[config.mk]
export PLATFORM = sky130hd
export DESIGN_NAME = pipe_ctrl
export DESIGN_NICKNAME = d
export VERILOG_FILES = /design/src/rtl/pipe_ctrl.sv
export SDC_FILE = /design/constraint.sdc
export NUM_CORES = 1
export LEC_CHECK = 0
export ABC_CLOCK_PERIOD_IN_PS = 4100
export BUFFER_PORTS_ARGS = -buffer_cell sky130_fd_sc_hd__buf_2
export CAP_MARGIN = 20
export CORE_MARGIN = 5
export CORE_UTILIZATION = 50
export DETAILED_ROUTE_END_ITERATION = 16
export GPL_TIMING_DRIVEN = 0
export PLACE_DENSITY = 0.89
export SETUP_SLACK_MARGIN = 0.05
export SKIP_CTS_REPAIR_TIMING = 1
export SLEW_MARGIN = 15
export SYNTH_ARGS = -nofsm -noshare
export SYNTH_HDL_FRONTEND = slang
export SYNTH_SLANG_ARGS = --single-unit
[constraint.sdc]
create_clock -name clk -period 4.1 [get_ports clk]
set_input_delay 0.82 -clock clk [delete_from_list [all_inputs] [get_ports clk]]
set_output_delay 0.82 -clock clk [all_outputs]
set_load 0.03 [all_outputs]
[src/rtl/pipe_ctrl.sv]
// pipe_ctrl: stall/flush sequencer for the 5-stage pipeline.
// Ports: hazard/jump/div/dmem requests in; stage holds, bubbles, redirect, div_start, stall_cnt out.
module pipe_ctrl #(
  parameter int XLEN        = 32,
  parameter int DIV_TIMEOUT = 64,
  parameter int CNT_W       = 32
) (
  input  logic             clk,
  input  logic             rst,
  input  logic             load_hazerd_stall,
  input  logic             jump_en_ex,
  input  logic [XLEN-1:0]  jump_addr_ex,
  input  logic             div_req_ex,
  input  logic             div_done,
  input  logic             dmem_req_mem,
  input  logic             dmem_ready,
  output logic             stall_if,
  output logic             stall_id,
  output logic             stall_ex,
  output logic             stall_mem,
  output logic             flush_id,
  output logic             flush_ex,
  output logic             flush_mem,
  output logic             flush_wb,
  output logic             pc_redirect,
  output logic [XLEN-1:0]  redirect_addr,
  output logic             div_start,
  output logic             div_timeout_err,
  output logic [CNT_W-1:0] stall_cnt
);

  localparam int TW = (DIV_TIMEOUT > 2) ? $clog2(DIV_TIMEOUT) : 1;
  localparam logic [TW-1:0] TMAX = TW'(DIV_TIMEOUT - 1);

  typedef enum logic [1:0] {
    S_RUN,
    S_DIV,
    S_MEM
  } state_t;

  state_t           r_state;
  state_t           w_next;
  logic [TW-1:0]    r_timer;
  logic             r_err;
  logic [CNT_W-1:0] r_cnt;

  logic w_run_eval;
  logic w_freeze;
  logic w_timer_clr;
  logic w_timer_inc;
  logic w_set_err;
  logic w_stall_any;

  always_comb begin
    w_next      = r_state;
    w_run_eval  = 1'b0;
    w_freeze    = 1'b0;
    w_timer_clr = 1'b0;
    w_timer_inc = 1'b0;
    w_set_err   = 1'b0;
    stall_if    = 1'b0;
    stall_id    = 1'b0;
    stall_ex    = 1'b0;
    stall_mem   = 1'b0;
    flush_id    = 1'b0;
    flush_ex    = 1'b0;
    flush_mem   = 1'b0;
    flush_wb    = 1'b0;
    pc_redirect = 1'b0;
    div_start   = 1'b0;

    unique case (r_state)
      S_RUN: begin
        if (dmem_req_mem && !dmem_ready) begin
          w_freeze = 1'b1;
          w_next   = S_MEM;
        end else begin
          w_run_eval = 1'b1;
        end
      end
      S_MEM: begin
        // Frozen MEM keeps its request; only ready releases it.
        if (!dmem_ready) begin
          w_freeze = 1'b1;
        end else begin
          w_run_eval = 1'b1;
        end
      end
      S_DIV: begin
        if (div_done) begin
          w_next = S_RUN;
        end else if (r_timer == TMAX) begin
          w_set_err = 1'b1;
          w_next    = S_RUN;
        end else begin
          stall_if    = 1'b1;
          stall_id    = 1'b1;
          stall_ex    = 1'b1;
          flush_mem   = 1'b1;
          w_timer_inc = 1'b1;
        end
      end
      default: w_next = S_RUN;
    endcase

    if (w_freeze) begin
      stall_if  = 1'b1;
      stall_id  = 1'b1;
      stall_ex  = 1'b1;
      stall_mem = 1'b1;
      flush_wb  = 1'b1;
    end

    if (w_run_eval) begin
      w_next = S_RUN;
      if (div_req_ex) begin
        div_start   = 1'b1;
        stall_if    = 1'b1;
        stall_id    = 1'b1;
        stall_ex    = 1'b1;
        flush_mem   = 1'b1;
        w_timer_clr = 1'b1;
        w_next      = S_DIV;
      end else if (jump_en_ex) begin
        // ID is squashed, so a load-use hazard there is moot.
        pc_redirect = 1'b1;
        flush_id    = 1'b1;
        flush_ex    = 1'b1;
      end else if (load_hazerd_stall) begin
        stall_if = 1'b1;
        stall_id = 1'b1;
        flush_ex = 1'b1;
      end
    end

    if (rst) begin
      stall_if    = 1'b0;
      stall_id    = 1'b0;
      stall_ex    = 1'b0;
      stall_mem   = 1'b0;
      flush_id    = 1'b0;
      flush_ex    = 1'b0;
      flush_mem   = 1'b0;
      flush_wb    = 1'b0;
      pc_redirect = 1'b0;
      div_start   = 1'b0;
    end
  end

  assign redirect_addr   = pc_redirect ? jump_addr_ex : '0;
  assign div_timeout_err = r_err & ~rst;
  assign stall_cnt       = r_cnt;
  assign w_stall_any     = stall_if | stall_id | stall_ex | stall_mem;

  always_ff @(posedge clk) begin
    if (rst) begin
      r_state <= S_RUN;
      r_timer <= '0;
      r_err   <= 1'b0;
      r_cnt   <= '0;
    end else begin
      r_state <= w_next;
      if (w_timer_clr) begin
        r_timer <= '0;
      end else if (w_timer_inc) begin
        r_timer <= r_timer + 1'b1;
      end
      if (w_set_err) begin
        r_err <= 1'b1;
      end
      if (w_stall_any && (r_cnt != '1)) begin
        r_cnt <= r_cnt + 1'b1;
      end
    end
  end

endmodule

==> summary.md <==
| Metric | Value |
|---|---|
| Total length of routed wires | `7496 microns` |
| Global-route wire length before repair | `12490 microns` |
| Async set-reset flop share out of synthesis | `0%` |
| Via count | `2777` |
| WP data arrival | `2.77 ns` |
| #FFs+latches synth | `41` |
| Vias per cell | `5.785` |
| Worst EP required | `3.28 ns` |
| Synth cell count leaders | `dfxtp_1, and2_1, a21oi_1, nand2_1, nor2_1` |
| Clock tree sinks | `41` |
| Worst flop-to-flop path startpoint | `r_timer[0]$_SDFFE_PP0P_` |
| Mapped Cells | `291` |
| Placement Setup Slack | `0.5661 ns` |
| Top post-synthesis cells by area | `dfxtp_1, and2_1, a21oi_1` |
| Worst r2r dst | `stall_cnt[0]$_SDFFE_PP0P_` |
| Most frequent CP cell | `buf_2` |
| Ratio of cells with drive above 1 in the final layout | `36.56%` |
| Tmin final | `3.590 ns` |
| Initial DRC count | `215` |
| Mean area per synthesized cell | `8.479 sq um` |
| Clk buf depth | `2` |
| Post-route clock skew | `0.01006 ns` |
| Syn nets | `333` |
| H-tree depth reported by CTS | `2` |
| Util after Layout | `68.11%` |
| Chip height | `80.25 microns` |
| IO Port Bufs | `114` |
| Unrepaired setup endpoints after global routing | `false` |
| Most numerous cell in the Yosys netlist | `dfxtp_1` |
| Largest net degree at the start of global routing | `13` |
| ANT cells | `0` |
| Layout area overhead | `31.24%` |
| Period utilization | `87.55%` |
| WL met1 | `2893 microns` |
| Crit Path Category | `input port to output pin` |
| Final setup margin | `0.5103 ns` |
| Worst hold stages | `1` |
| FF-to-FF path depth | `8` |
| Relative slew slack | `61.53%` |
| Slew @ Worst Pin | `0.5749 ns` |
| Status | `completed` |
| Die area | `0.006439 sq mm` |
| Crit-path cells | `buf_2, o21ba_2, o31a_1, nor2_2, clkbuf_1, buf_2, inv_1, buf_4, buf_2` |
| Netlist Area Pre-Place | `0.002467 sq mm` |
| I/O pin count | `115` |
| Drt drc | `0` |
| Worst path slowest cell | `clkbuf_1` |
| Routed wl met3 | `671 microns` |
| Final max-slew violation count | `0` |
| First-pass iteration count of the detailed router | `5` |
| Core area | `0.004755 sq mm` |
| Vias in the first global route | `2729` |
| Tot GR Track Use | `24.24%` |
| Initial Utilization | `51.89%` |
| Path type of the worst min-delay path | `flop to flop` |
| Setup TNS | `0 ns` |
| Share of the synthesized area in the top cell type | `33.27%` |
| ANT nets after route | `0` |
| Critical Path Start Type | `input port` |
| Fin. Hold Viols | `0` |
| Leading area contributor after synthesis | `dfxtp_1` |
| Highest routed layer | `met4` |
| Drt wl/cell | `15.62 microns` |
| Post-synth EDFFs | `0` |
| # setup viols final | `0` |
| Distinct cells, synth | `50` |
| Maxcap violations | `0` |
| CTS buffer count | `5` |
| CTS tree | `built` |
| Total leakage power | `1.450 nW` |
| CP Max Fanout | `10` |
| Critical Path End Type | `output pin` |
| Max VDD drop | `0.0001614 V` |
| Reg2reg setup slack | `1.72 ns` |
| Final nets | `454` |
| Worst Hold Launch | `r_err$_SDFFE_PP0P_` |
| Critical Path Max Stage Delay | `0.39 ns` |
| Ys flop type | `dfxtp_1` |
| Reg clk slew, reported paths | `0.07 ns` |
| Hold endpoint | `r_err$_SDFFE_PP0P_` |
| Row count | `25` |
| Clk_lat worst skew | `0.30 ns` |
| Global placement routability congestion | `0.8537` |
| Die Width | `80.25 microns` |
| Fmax | `278.6 MHz` |
| Sequential cell area fraction in the yosys report | `33.27%` |
| PwrDens | `272.6 mW/mm^2` |
| Synth warnings | `0` |
| DR WL met2 | `3810 microns` |
| Total gr overflow | `0` |
| Clock root buffer | `clkbuf_8` |
| Hpwl dp | `5879 microns` |
| Initial antenna violation count | `0` |
==> critical path, delay by kind of cell <==
family | cells | cell delay, ns
AOI/OAI and AO/OA | 2 | 0.58
and+or+nand+nor | 1 | 0.19
buffers and inverters | 6 | 1.17
==> flip-flops by register name, summed over array words and instances (netlist names) <==
register / cells
stall_cnt: 32
r_timer: 6
r_state: 2
r_err: 1
==> where the power goes <==
part	total, mW	switching, mW	internal, mW
Clock	0.343	0.144	0.199
Combinational	0.131	0.0852	0.0462
Sequential	0.409	0.00675	0.402
Total	0.883	0.236	0.647
==> kinds of logic after synthesis <==
family	Yosys count	share of synthesized area, %
multiplexers	4	1.775
buffers and inverters	29	6.237
adder cells (fa/ha/maj)	2	1.014
flip-flops	41	33.27
AND/OR/NAND/NOR	135	34.08
AO/OA/AOI/OAI	77	22.57
XOR/XNOR	3	1.065
==> cell type report <==
class	count	area, sq um
clock buffer	7	86.33
inverter	8	30.03
sequential	41	820.8
timing repair buffer	114	570.5
buffer	21	123.9
tap	67	83.83
clock inverter	1	30.03
multi-input combinational	221	1493
fill	391	1516
==> metrics by stage <==
stage | instances | hold slack (ns) | area, sq um | power [mW]
6_report | 480 | 0.4639 | 3238 | 0.8828
5_1_grt | 480 | 0.4782 | 3238 | 0.9176
4_1_cts | 480 | 0.4656 | 3238 | 0.8869
3_5_place_dp | 472 | 0.4474 | 3122 | 0.5494
3_3_place_gp | 472 | 0.4407 | 3122 | 0.5466
2_1_floorplan | 291 | 0.4329 | 2467 | 0.4992
==> worst max path at each step <==
stage                 startpoint                 to  slack, ns  cells after the start
finish              dmem_req_mem           stall_if       0.51                      9
global route        dmem_req_mem           stall_if       0.39                      9
CTS                 dmem_req_mem           stall_if       0.56                      9
detailed placement  dmem_req_mem           stall_if       0.57                      9
global placement    dmem_req_mem           stall_if       0.57                      9
floorplan           dmem_req_mem  redirect_addr[22]       0.93                      5
==> metal layers <==
layer	up-vias	GRT usage, %
met5	-	0
met4	0	8.784
met1	1275	28.58
met3	14	5.045
met2	153	42.96
li1	1335	-
==> layout by cell type, fill, tap and decap left out, types with 2 or more instances in the layout <==
| cell type | netlist | final |
|---|---|---|
| buf_4 | 5 | 5 |
| buf_2 | 3 | 117 |
| or2_2 | 4 | 4 |
| clkbuf_8 | 0 | 6 |
| nand4_1 | 6 | 6 |
| a21oi_1 | 21 | 21 |
| or4b_1 | 2 | 2 |
| and2_1 | 33 | 33 |
| nor3_1 | 8 | 8 |
| xnor2_1 | 2 | 2 |
| o31ai_1 | 12 | 12 |
| nor2_1 | 16 | 16 |
| o21ba_2 | 2 | 2 |
| o21ai_1 | 3 | 3 |
| mux2_2 | 3 | 3 |
| nor4_4 | 2 | 2 |
| inv_1 | 8 | 8 |
| nor4_1 | 3 | 3 |
| o41ai_1 | 10 | 10 |
| o311ai_0 | 8 | 8 |
| and3_1 | 2 | 2 |
| ha_1 | 2 | 2 |
| o21ai_0 | 7 | 7 |
| clkbuf_1 | 9 | 10 |
| dfxtp_1 | 41 | 41 |
| nand2_1 | 16 | 16 |
| o21a_1 | 4 | 4 |
| or3_1 | 8 | 8 |
| nand3_1 | 9 | 9 |
| o211ai_1 | 3 | 3 |
| nor2b_1 | 4 | 4 |
| buf_6 | 3 | 3 |
| nor3b_1 | 2 | 2 |
| or4_1 | 13 | 13 |
No activity file was read; power rests on OpenSTA's default activity.
